`config.mk`:
```
export PLATFORM = sky130hd
export DESIGN_NAME = irq_ctrl
export DESIGN_NICKNAME = d
export VERILOG_FILES = /design/src/rtl/irq_ctrl_pkg.sv /design/src/rtl/irq_ctrl_sync.sv /design/src/rtl/irq_ctrl.sv
export SDC_FILE = /design/constraint.sdc
export NUM_CORES = 1
export LEC_CHECK = 0
export CAP_MARGIN = 30
export CORE_ASPECT_RATIO = 1.5
export CORE_MARGIN = 4
export CORE_UTILIZATION = 35
export DETAILED_ROUTE_END_ITERATION = 16
export PLACE_DENSITY_LB_ADDON = 0.05
export SYNTH_ARGS = -nofsm -noshare
export SYNTH_HDL_FRONTEND = slang
export SYNTH_SLANG_ARGS = --single-unit
```
`constraint.sdc`:
```
create_clock -name clk -period 2.54 [get_ports clk]
set_input_delay 0.254 -clock clk [delete_from_list [all_inputs] [get_ports clk]]
set_output_delay 0.254 -clock clk [all_outputs]
set_load 0.005 [all_outputs]
```
`src/rtl/irq_ctrl_pkg.sv`:
```
// Shared definitions for the interrupt controller: widths, register map, FSM states.
// Optional timer on the top line is enabled by defining IRQC_TIMER_EN.
package irq_ctrl_pkg;

  // CPU-side irq bus width; the controller's line count must match it
  localparam int unsigned CPU_IRQ_CH = 8;
  localparam int unsigned IRQ_CH_DEF = CPU_IRQ_CH;
  localparam int unsigned IRQ_MSB    = CPU_IRQ_CH - 1;
  localparam int unsigned IRQ_LSB    = 0;

  localparam int unsigned IRQ_ID_W = 3;
  localparam int unsigned ADDR_W   = 3;
  localparam int unsigned TIMER_W  = 32;

  // Word offsets on the register bus
  localparam logic [ADDR_W-1:0] ADDR_PEND     = 3'd0;
  localparam logic [ADDR_W-1:0] ADDR_EN       = 3'd1;
  localparam logic [ADDR_W-1:0] ADDR_MODE     = 3'd2;
  localparam logic [ADDR_W-1:0] ADDR_ACTIVE   = 3'd3;
  localparam logic [ADDR_W-1:0] ADDR_EOI      = 3'd4;
  localparam logic [ADDR_W-1:0] ADDR_TCOUNT   = 3'd5;
  localparam logic [ADDR_W-1:0] ADDR_TCOMPARE = 3'd6;

  typedef enum logic {
    ST_IDLE = 1'b0,
    ST_REQ  = 1'b1
  } irq_state_e;

endpackage

```
`src/rtl/irq_ctrl_sync.sv`:
```
// Multi-flop synchroniser for the external request lines, plus rising-edge detect.
module irq_sync
  import irq_ctrl_pkg::*;
#(
  parameter int unsigned WIDTH       = CPU_IRQ_CH,
  parameter int unsigned SYNC_STAGES = 2
) (
  input  logic             clk,
  input  logic             reset,
  input  logic [WIDTH-1:0] d,
  output logic [WIDTH-1:0] sync_q,
  output logic [WIDTH-1:0] rise_c
);

  logic [WIDTH-1:0] stage [SYNC_STAGES];
  logic [WIDTH-1:0] prev;

  // Shift chain; prev holds the last synchronised value for edge detection
  always_ff @(posedge clk) begin
    if (reset) begin
      for (int s = 0; s < SYNC_STAGES; s++) stage[s] <= '0;
      prev <= '0;
    end else begin
      stage[0] <= d;
      for (int s = 1; s < SYNC_STAGES; s++) stage[s] <= stage[s-1];
      prev <= stage[SYNC_STAGES-1];
    end
  end

  assign sync_q = stage[SYNC_STAGES-1];
  assign rise_c = sync_q & ~prev;

endmodule

```
`src/rtl/irq_ctrl.sv`:
```
// Interrupt controller: sync, pending latch, lowest-index priority, one-hot irq held until EOI.
// Define IRQC_TIMER_EN to turn the top line into a compare-match timer interrupt.
module irq_ctrl
  import irq_ctrl_pkg::*;
#(
  parameter int unsigned IRQ_CH      = IRQ_CH_DEF,
  parameter int unsigned DATA_W      = 32,
  parameter int unsigned SYNC_STAGES = 2
) (
  input  logic                clk,
  input  logic                reset,
  input  logic [IRQ_CH-1:0]   src_irq,
  input  logic                bus_req,
  input  logic                bus_rw,
  input  logic [ADDR_W-1:0]   bus_addr,
  input  logic [DATA_W-1:0]   bus_wr_data,
  output logic [DATA_W-1:0]   bus_rd_data,
  output logic                bus_rdy,
  output logic [IRQ_CH-1:0]   irq,
  output logic [IRQ_ID_W-1:0] irq_id
);

  logic [IRQ_CH-1:0]   sync_q;
  logic [IRQ_CH-1:0]   rise_c;
  logic [IRQ_CH-1:0]   pend;
  logic [IRQ_CH-1:0]   pend_d;
  logic [IRQ_CH-1:0]   en;
  logic [IRQ_CH-1:0]   mode;
  logic [IRQ_CH-1:0]   cand;
  logic [IRQ_CH-1:0]   w1c;
  logic [IRQ_ID_W-1:0] winner;
  logic [DATA_W-1:0]   rd_mux;
  logic                wr;
  logic                rd;
  logic                eoi_wr;
  logic                unused_bits;
  irq_state_e          state;

  irq_sync #(
    .WIDTH       (IRQ_CH),
    .SYNC_STAGES (SYNC_STAGES)
  ) u_sync (
    .clk    (clk),
    .reset  (reset),
    .d      (src_irq),
    .sync_q (sync_q),
    .rise_c (rise_c)
  );

  assign wr     = bus_req & bus_rw;
  assign rd     = bus_req & ~bus_rw;
  assign eoi_wr = wr && (bus_addr == ADDR_EOI);
  assign w1c    = (wr && (bus_addr == ADDR_PEND)) ? bus_wr_data[IRQ_CH-1:0] : '0;
  assign cand   = pend & en;

`ifdef IRQC_TIMER_EN
  logic [TIMER_W-1:0] tcount;
  logic [TIMER_W-1:0] tcompare;
  logic               timer_hit;

  assign timer_hit = (tcompare != '0) && (tcount == tcompare);

  // Free-running counter; a bus write to TCOUNT overrides the increment
  always_ff @(posedge clk) begin
    if (reset) begin
      tcount   <= '0;
      tcompare <= '0;
    end else begin
      if (wr && (bus_addr == ADDR_TCOUNT)) tcount <= TIMER_W'(bus_wr_data);
      else                                 tcount <= tcount + TIMER_W'(1);
      if (wr && (bus_addr == ADDR_TCOMPARE)) tcompare <= TIMER_W'(bus_wr_data);
    end
  end

  assign unused_bits = &{1'b0, sync_q[IRQ_CH-1], rise_c[IRQ_CH-1]};
`else
  assign unused_bits = &{1'b0, bus_wr_data[DATA_W-1:IRQ_CH]};
`endif

  // Next pending: level lines follow the source, edge lines latch rises with set beating clear
  always_comb begin
    pend_d = pend;
    for (int i = 0; i < IRQ_CH; i++) begin
      if (mode[i]) pend_d[i] = rise_c[i] | (pend[i] & ~w1c[i]);
      else         pend_d[i] = sync_q[i];
    end
`ifdef IRQC_TIMER_EN
    pend_d[IRQ_CH-1] = timer_hit | (pend[IRQ_CH-1] & ~w1c[IRQ_CH-1]);
`endif
  end

  // Lowest-index enabled pending line wins
  always_comb begin
    winner = '0;
    for (int i = IRQ_CH - 1; i >= 0; i--) begin
      if (cand[i]) winner = IRQ_ID_W'(i);
    end
  end

  // Register read mux; unmapped offsets and unused bits read zero
  always_comb begin
    rd_mux = '0;
    case (bus_addr)
      ADDR_PEND:     rd_mux = DATA_W'(pend);
      ADDR_EN:       rd_mux = DATA_W'(en);
      ADDR_MODE:     rd_mux = DATA_W'(mode);
      ADDR_ACTIVE:   rd_mux = DATA_W'({state != ST_IDLE, irq_id});
`ifdef IRQC_TIMER_EN
      ADDR_TCOUNT:   rd_mux = DATA_W'(tcount);
      ADDR_TCOMPARE: rd_mux = DATA_W'(tcompare);
`endif
      default:       rd_mux = '0;
    endcase
  end

  // Register file and bus response
  always_ff @(posedge clk) begin
    if (reset) begin
      pend        <= '0;
      en          <= '0;
      mode        <= '0;
      bus_rdy     <= 1'b0;
      bus_rd_data <= '0;
    end else begin
      pend        <= pend_d;
      bus_rdy     <= bus_req;
      bus_rd_data <= rd ? rd_mux : '0;
      if (wr && (bus_addr == ADDR_EN))   en   <= bus_wr_data[IRQ_CH-1:0];
      if (wr && (bus_addr == ADDR_MODE)) mode <= bus_wr_data[IRQ_CH-1:0];
    end
  end

  // Request FSM: grab the winner in IDLE, hold it unchanged until EOI
  always_ff @(posedge clk) begin
    if (reset) begin
      state  <= ST_IDLE;
      irq    <= '0;
      irq_id <= '0;
    end else begin
      case (state)
        ST_IDLE: begin
          if (cand != '0) begin
            state  <= ST_REQ;
            irq_id <= winner;
            irq    <= IRQ_CH'(1) << winner;
          end
        end
        ST_REQ: begin
          if (eoi_wr) begin
            state <= ST_IDLE;
            irq   <= '0;
          end
        end
        default: begin
          state <= ST_IDLE;
          irq   <= '0;
        end
      endcase
    end
  end

endmodule

```
==> summary.md <==
| Metric | Value |
|---|---|
| Crit start category | `register` |
| Arrival time at the worst endpoint | `1.81 ns` |
| Antenna diodes | `0` |
| Root Driver | `clkbuf_16` |
| Final setup skew | `0.00380 ns` |
| Final hold violation count | `0` |
| Crit-path max FO | `8` |
| Outcome | `finished clean` |
| Die Span X | `81.1 µm` |
| Sequential share of the synthesized area | `0.492` |
| Final std cells w/o fill | `approximately 420` |
| R2r endpoint | `irq[0]` |
| Setup TNS | `0 ns` |
| H-tree depth reported by CTS | `3` |
| CTS tree | `built` |
| Sw power | `roughly 0.54 mW` |
| TritonCTS Sinks | `69` |
| HPWL Detailed | `~4200 µm` |
| First-pass GRT wire length | `roughly 9500 µm` |
| Row count | `39` |
| Core area | `a little under 8000 µm²` |
| Min Tclk post-route | `about 1.5 ns` |
| Mapped Area | `2810 µm²` |
| HP Start | `reset` |
| Vias in the first global route | `between 1500 and 2000` |
| Via count | `a little under 2000` |
| R2R setup slack | `between 1 and 1.5 ns` |
| Layout cells sized above 1 | `0.112` |
| Full die area | `9550 µm²` |
| CTS Buf Count | `9` |
| Layout Nets | `364` |
| Switching fraction of total power | `0.187` |
| CP Class | `reg -> reg` |
| Int Power | `~2.4 mW` |
| Synth Area per Inst | `around 10 µm²` |
| Min-Delay Path Depth | `2` |
| Clk_lat worst skew | `between 0.3 and 0.4 ns` |
| DP Cell Count | `slightly above 400` |
| Tcrit/Tclk final | `0.605` |
| Achievable Freq | `about 0.65 GHz` |
| Max Slew Vio Count | `0` |
| WL final | `approximately 5800 µm` |
| Most common cell after layout, fill and taps aside | `dfxtp_1` |
| Max Root-Sink Buffers | `2` |
| Cell count of the worst reg-to-reg path | `4` |
| Total gr overflow | `0` |
| Peak supply drop | `slightly above 0.4 mV` |
| Number of I/O port buffers | `between 40 and 50` |
| DR iter-0 viols | `about 110` |
| Cts hold-fix bufs | `0` |
| Largest net degree at the start of global routing | `31` |
| Vias per inst | `4.64` |
| Post-route ant nets | `0` |
| Post-cts sizing count | `0` |
| Hold Path Class | `in -> reg` |
| Comb pwr share | `0.044` |
| First drt pass iteration count | `4` |
| Least-Margin Pin Slew | `between 0.5 and 0.6 ns` |
| Rel. slew slack | `0.644` |
| CP endpoint kind | `register` |
| Seq pwr share | `0.386` |
| Syn. warnings | `0` |
| Power density of the placed cells | `798 nW/µm²` |
| Worst Path Required | `2.82 ns` |
| FF+latch count, synth | `69` |
| Placer Congestion | `between 0.7 and 0.8` |
| Ports | `91` |
| Synth Instances | `270` |
| Final Setup Violations | `0` |
| Fillers | `a little under 800` |
| Worst hold endpoint | `mode[1]` |
| Clock power share | `0.570` |
| P_leak | `1.40 nW` |
| Initial Util | `0.364` |
| DRC | `0` |
| Most frequent cells in the layout | `69 x dfxtp_1, 41 x clkdlybuf4s50_1, 27 x nor2_1` |
| CTS clock-pin slew for the worst setup and hold paths | `around 0.05 ns` |
| Area delta synth->final | `29.2%` |
| Post-CTS Setup Inserts | `0` |
| MaxCap Viol Count | `0` |
| Worst r2r src | `pend[1]` |
| Global-route usage over all layers | `0.134` |
| Die height | `~120 µm` |
| RSZ-0062 raised after global routing | `false` |
| Initial antenna violation count | `0` |
| Wire length per cell | `13.6 µm` |
| Post-synthesis cell type count | `40` |
cell families (layout without fill, tap and decap cells):
family / after synthesis / count (layout) / share of synthesized area
and+or+nand+nor: 94 / 94 / 0.182
DFF: 69 / 69 / 0.492
AOI/OAI and AO/OA: 45 / 45 / 0.130
buffers and inverters: 37 / 66 / 0.0918
muxes: 24 / 24 / 0.103
other: 1 / 24 / 0.00134
flip-flops by register name (all words and copies together), names as in the netlist:
name          flops
irq_id            3
u_sync.stage     16
pend              8
mode              8
bus_rdy           1
state             1
u_sync.prev       8
en                8
irq               8
bus_rd_data       8
worst max-delay path: stages (launching register included):
cell	delay, ns
dfxtp_1	0.36
a22oi_1	0.34
a41oi_2	0.24
nor3_4	0.37
a32o_1	0.17
power by group through the flow:
| stage | logic [mW] | clock network, mW | registers [mW] |
|---|---|---|---|
| 2_1_floorplan | 0.0982 | 0 | 1.14 |
| 3_3_place_gp | 0.126 | 0 | 1.14 |
| 3_5_place_dp | 0.127 | 0 | 1.14 |
| 4_1_cts | 0.127 | 1.69 | 1.12 |
| 5_1_grt | 0.141 | 1.73 | 1.12 |
| 6_report | 0.127 | 1.65 | 1.12 |
how the worst max path moves through the flow:
stage	from	endpoint	slack (ns)	depth (start not counted)
CTS	bus_addr[1]	mode[1]	1.01	6
floorplan	pend[1]	irq[6]	1.25	4
detailed placement	bus_addr[1]	mode[1]	0.66	6
finish	pend[1]	irq[0]	1.00	4
global placement	bus_addr[1]	mode[0]	0.68	6
global route	state	irq[4]	0.87	4
per-stage QoR:
| stage | setup slack [ns] | utilization | cell area [µm²] | hold WS [ns] | power [mW] |
|---|---|---|---|---|---|
| finish | 1.00 | 0.471 | 3630 | 0.380 | 2.89 |
| floorplan | 1.25 | - | 2890 | 0.382 | 1.24 |
| CTS | 1.01 | 0.471 | 3630 | 0.387 | 2.94 |
| detailed placement | 0.662 | 0.419 | 3230 | 0.425 | 1.27 |
| global route | 0.865 | 0.471 | 3630 | 0.414 | 2.99 |
| global placement | 0.678 | 0.419 | 3230 | 0.417 | 1.27 |
synthesized netlist by cell type, drive strengths merged:
library cell	count	area share
conb	1	0.0013
buf	32	0.085
nor4b	2	0.011
a32o	4	0.014
a32oi	1	0.0031
nand3b	1	0.0027
mux4	4	0.032
o2bb2ai	2	0.0062
a22oi	4	0.014
mux2i	20	0.071
and2b	1	0.0027
a21boi	2	0.0053
o32ai	1	0.0031
nor2b	25	0.056
a21o	8	0.021
nor3	3	0.0094
nor4	2	0.012
a22o	3	0.0094
and3	5	0.011
and2	2	0.0045
a221o	1	0.0036
o22ai	1	0.0022
a21oi	6	0.011
clkbuf	3	0.0040
a211oi	10	0.029
nand2	23	0.031
o21ai	1	0.0018
a41oi	1	0.0058
nor3b	1	0.0027
nor2	27	0.036
nand3	2	0.0036
dfxtp	69	0.49
inv	2	0.0027
cell type report:
class,instances,area (µm²),area share
clock buffer,10,239,0.0659
clock inverter,6,158,0.0434
inverter,2,7.51,0.00207
multi-input combinational,187,1250,0.346
sequential,69,1380,0.381
tap,102,128,0.0352
timing repair buffer,48,460,0.127
routing by layer:
| layer | vias up | GRT usage | share of wire |
|---|---|---|---|
| met5 | - | 0 | 0 |
| met4 | 0 | 0.0920 | 0.032 |
| met3 | 13 | 0.0322 | 0.055 |
| met2 | 57 | 0.212 | 0.49 |
| met1 | 909 | 0.153 | 0.43 |
| li1 | 987 | - | - |
Note: power is estimated with default switching activity, not from simulation.
==> patch 1, RTL diff (same flow settings) <==
`bus_rd_data` no longer has a reset.
--- a/src/rtl/irq_ctrl.sv
+++ b/src/rtl/irq_ctrl.sv
@@ -121,12 +121,14 @@
       mode        <= '0;
       bus_rdy     <= 1'b0;
-      bus_rd_data <= '0;
     end else begin
       pend        <= pend_d;
       bus_rdy     <= bus_req;
-      bus_rd_data <= rd ? rd_mux : '0;
       if (wr && (bus_addr == ADDR_EN))   en   <= bus_wr_data[IRQ_CH-1:0];
       if (wr && (bus_addr == ADDR_MODE)) mode <= bus_wr_data[IRQ_CH-1:0];
     end
+  end
+
+  always_ff @(posedge clk) begin
+    bus_rd_data <= rd ? rd_mux : '0;
   end
 
Check against the original RTL: differs if reset is asserted again (counterexample within 4 cycles, from zero or initial values and one cycle with reset high); with reset held inactive, the same outputs for 4 cycles.
==> patch 1 against the original RTL <==
  * Sequential cell count did not move
  * Synthesized area rose by 2.1%
  * First-iteration DRC count fell by 58%
  * Power fell by 16%
  * Worst setup slack got worse by 0.080 ns
  * Core utilization fell by 2.2 points
  * Design area fell by 1.1%
  * Hold slack improved by 0.052 ns
  * Wire length rose by 1.7%
  * Register-to-register slack improved by 0.11 ns
  * Critical endpoint is now mode[2]
  * Largest cell class unchanged
==> patch 1: results <==
synthesis:
  synth_commonest_cells: "dfxtp_1, nor2_1, mux2i_1, buf_4, nor2b_1"
  yosysSeqAreaShare_pct: 48.2
  synth.mux.area_fraction_pct: 9.77
  synthArstFlopShare_pct: 0
  ys_warn_count: 0
  synth_cell_types: 36
  synthAdderAreaFrac_pct: 0
  synth_compound_area_share_pct: 14.4
  netlist_top_cells_area: "dfxtp_1, mux2i_1, buf_4, nor2b_1, nor2_1"
  synth_ff_type: "dfxtp_1"
drt:
  viasPerCell: 4.60
  drt_iter0_drc: 48
  routedWlPerCell_um: 13.2
timing:
  skew_ns: 0.00320
  worstMarginPinSlew_ns: 0.631
power:
  ir_drop_v: 0.000424
  power.leakage_nw: 1.44
worst_hold_path:
  hold_start: "u_sync.stage[0][7]"
  hp-class: "flop to flop"
  hold_path_depth: 1
worst_setup_path:
  worstPathMaxFanout: 11
  reg2reg_depth: 5
  timing.rr.end: "irq[7]"
  crit_arrival_ns: 1.81
  crit_start: "bus_addr[1]"
  timing.rr.start: "pend[0]"
  endpoint: "mode[2]"
  ff2ff_setup_slack_ns: 1.11
clocking:
  htree_levels: 3
  cts_max_path_buffers: 2
  cts_resized: 0
  root_buffer: "clkbuf_16"
  path_clk_slew_ns: 0.05
placement:
  hpwl_um: 4220
  gp_congestion: 0.750
  portBuffers: 42
  place_area_um2: 3300
global_routing:
  grt_use_total_pct: 12.9
  grt_pass1_vias: 1926
  grt_first_pass_wirelength_um: 9450
  grt_max_degree: 62
final_layout:
  fin_nets: 383
  largest_reg_flops: 16
  antenna_cells: 0
  final_layout_size_suffix_gt1_share_pct: 9.44
outcome:
  status: "finished clean"
-- patch 1: changes by cell type after synthesis, sizes merged, moves of 3 or more --
cell	change
mux4	-4
a32o	-4
a22oi	+7
a22o	-3
o22a	+4
nor2	+14
and3	-5
a21oi	+4
mux2i	+8
clkbuf	+3
-- patch 1: how the worst min path moves through the flow --
stage                                      to
after detailed placement  u_sync.stage[0][10]
final                     u_sync.stage[0][15]
after CTS                 u_sync.stage[0][10]
after global routing      u_sync.stage[0][14]
after global placement    u_sync.stage[0][12]
after floorplan                u_sync.prev[0]
-- patch 1: final cells by class --
class	instances	area (um^2)
clock inverters	1	5.00
well taps	105	131
repair buffers	48	460
fillers	817	4420
clock buffers	13	280
flip-flops and latches	69	1380
multi-input cells	208	1330
-- patch 1: metal layers --
metal | share of wire (%) | global-route usage [%] | wire, um
met1 | 43 | 15.2 | 2520
met2 | 50 | 20.7 | 2920
met3 | 4.5 | 2.42 | 264
met4 | 2.5 | 8.42 | 148
met5 | 0 | 0 | 0
-- patch 1: stage by stage --
stage	setup WS (ns)	std cells	hold slack, ns
3_3_place_gp	0.591	430	0.419
6_report	0.923	444	0.431
3_5_place_dp	0.556	430	0.426
5_1_grt	0.811	444	0.460
4_1_cts	0.906	444	0.439
2_1_floorplan	1.31	314	0.338
-- patch 1: report_power, final --
part	switching [mW]	internal, mW
Sequential	0.0131	1.11
Clock	0.421	0.754
Combinational	0.0624	0.0605
Total	0.497	1.92
-- patch 1: critical path, stage by stage --
cell	delay, ns
clkdlybuf4s50_1	0.81
nor3b_1	0.25
buf_4	0.24
mux2i_1	0.20
nor2_1	0.05
-- patch 1: cells by family (layout without fill, tap and decap cells) --
family          Yosys count  after routing
buf+inv                  37             62
compound gates           48             48
other cells               1             24
flops                    69             69
simple gates            108            108
mux                      28             28
==> patch 2, RTL diff (same flow settings) <==
Made on the original files. Change the package constant `CPU_IRQ_CH` from 8 to 7.
--- a/src/rtl/irq_ctrl_pkg.sv
+++ b/src/rtl/irq_ctrl_pkg.sv
@@ -4,5 +4,5 @@
 
   // CPU-side irq bus width; the controller's line count must match it
-  localparam int unsigned CPU_IRQ_CH = 8;
+  localparam int unsigned CPU_IRQ_CH = 7;
   localparam int unsigned IRQ_CH_DEF = CPU_IRQ_CH;
   localparam int unsigned IRQ_MSB    = CPU_IRQ_CH - 1;
Ports: changed (resized irq and src_irq); port bits go from 91 to 89. The function was not compared with the original's and may differ.
==> patch 2 against the original RTL <==
  * Worst setup slack worse by 0.12 ns
  * Wire length is 7.9% lower
  * Power is 36% lower
  * Design area is 16% lower
  * Highest routed layer unchanged
  * Maximum frequency is 7.2% lower
  * Hold slack worse by 0.022 ns
  * Sequential cell count is 8 lower
  * Synthesized area is 9.8% lower
==> patch 2: results <==
synthesis:
  yosysSeqAreaShare_pct: 48.2
  synth_ff_type: "dfxtp_1"
  synth_commonest_cells: "dfxtp_1, buf_4, nor2_1, nor2b_1, nand2_1"
  syn_area_per_cell_um2: 10.2
drt:
  wl_um: 5300
  viasPerCell: 4.76
  ant_nets: 0
worst_setup_path:
  crit_start: "bus_addr[1]"
  crit_family: "buffers and inverters"
  worstPathMaxFanout: 7
  critical_path_class: "input pin to flop"
  cpPeakStageDelay_ns: 0.57
  crit_arrival_ns: 1.86
  timing.rr.start: "pend[2]"
  cp_slowest_cell: "clkdlybuf4s50_1"
placement:
  hpwl_um: 3820
  gp_congestion: 0.789
  dp_slack_ns: 0.542
  place_area_um2: 2890
final_layout:
  fin_nets: 338
  final.fill_count: 702
global_routing:
  grt_max_degree: 28
  grt_use_total_pct: 12.8
  grt_use_met2_pct: 20.2
  grt_pass1_vias: 1699
  use_met3_pct: 4.33
  gr-usage-met1_pct: 14.9
  grt_first_pass_wirelength_um: 8480
clocking:
  root_buffer: "clkbuf_8"
  cts_buffers: 9
power:
  ir_drop_v: 0.000289
  power.leakage_nw: 1.20
timing:
  skew_ns: 0.00763
outcome:
  status: "finished clean"
patch 2: cell count changes in the layout (fill, tap and decap cells not counted), sizes merged, moves of 3 or more:
cell / unedited run / this run
bufinv: 5 / 0
dfxtp: 69 / 61
clkdlybuf4s50: 41 / 37
a211oi: 10 / 6
mux2i: 20 / 17
patch 2: cell type report:
class / instances / area (um^2) / area share [%]
Tap cell: 78 / 97.6 / 3.19
Clock buffer: 12 / 155 / 5.08
Timing Repair Buffer: 45 / 428 / 14.0
Sequential cell: 61 / 1220 / 40.0
Multi-Input combinational cell: 174 / 1140 / 37.3
Inverter: 1 / 3.75 / 0.123
Clock inverter: 2 / 10.0 / 0.328
patch 2: worst paths after layout:
path / endpoint / slack [ns] / cells after the start
worst min-delay path: mode[0] / 0.36 / 2
worst min register to register: u_sync.stage[0][12] / 0.44 / 1
worst max register to register: irq[3] / 1.11 / 4
worst max-delay path: en[1] / 0.88 / 7
patch 2: metal layers:
metal	wire (um)	up-vias
met4	150	0
met5	0	-
met3	282	11
li1	-	887
met1	2340	820
met2	2530	56
patch 2: power breakdown:
group	switching, mW	internal [mW]	total, mW
Clock	0.343	0.393	0.736
Sequential	0.0104	0.977	0.988
Combinational	0.0599	0.0592	0.119
patch 2: worst register-to-register path, cell delays in order, from the launching register on:
cell     delay, ns
dfxtp_1       0.49
a22oi_2       0.17
a41o_1        0.27
and2_4        0.18
a22o_1        0.22
patch 2: cell families after synthesis:
| kind of cell | count (synthesis) | share of synthesized area (%) |
|---|---|---|
| other | 1 | 0.148 |
| muxes | 21 | 10.4 |
| buffers and inverters | 37 | 10.3 |
| AOI/OAI and AO/OA | 37 | 11.4 |
| DFF | 61 | 48.2 |
| and+or+nand+nor | 91 | 19.5 |
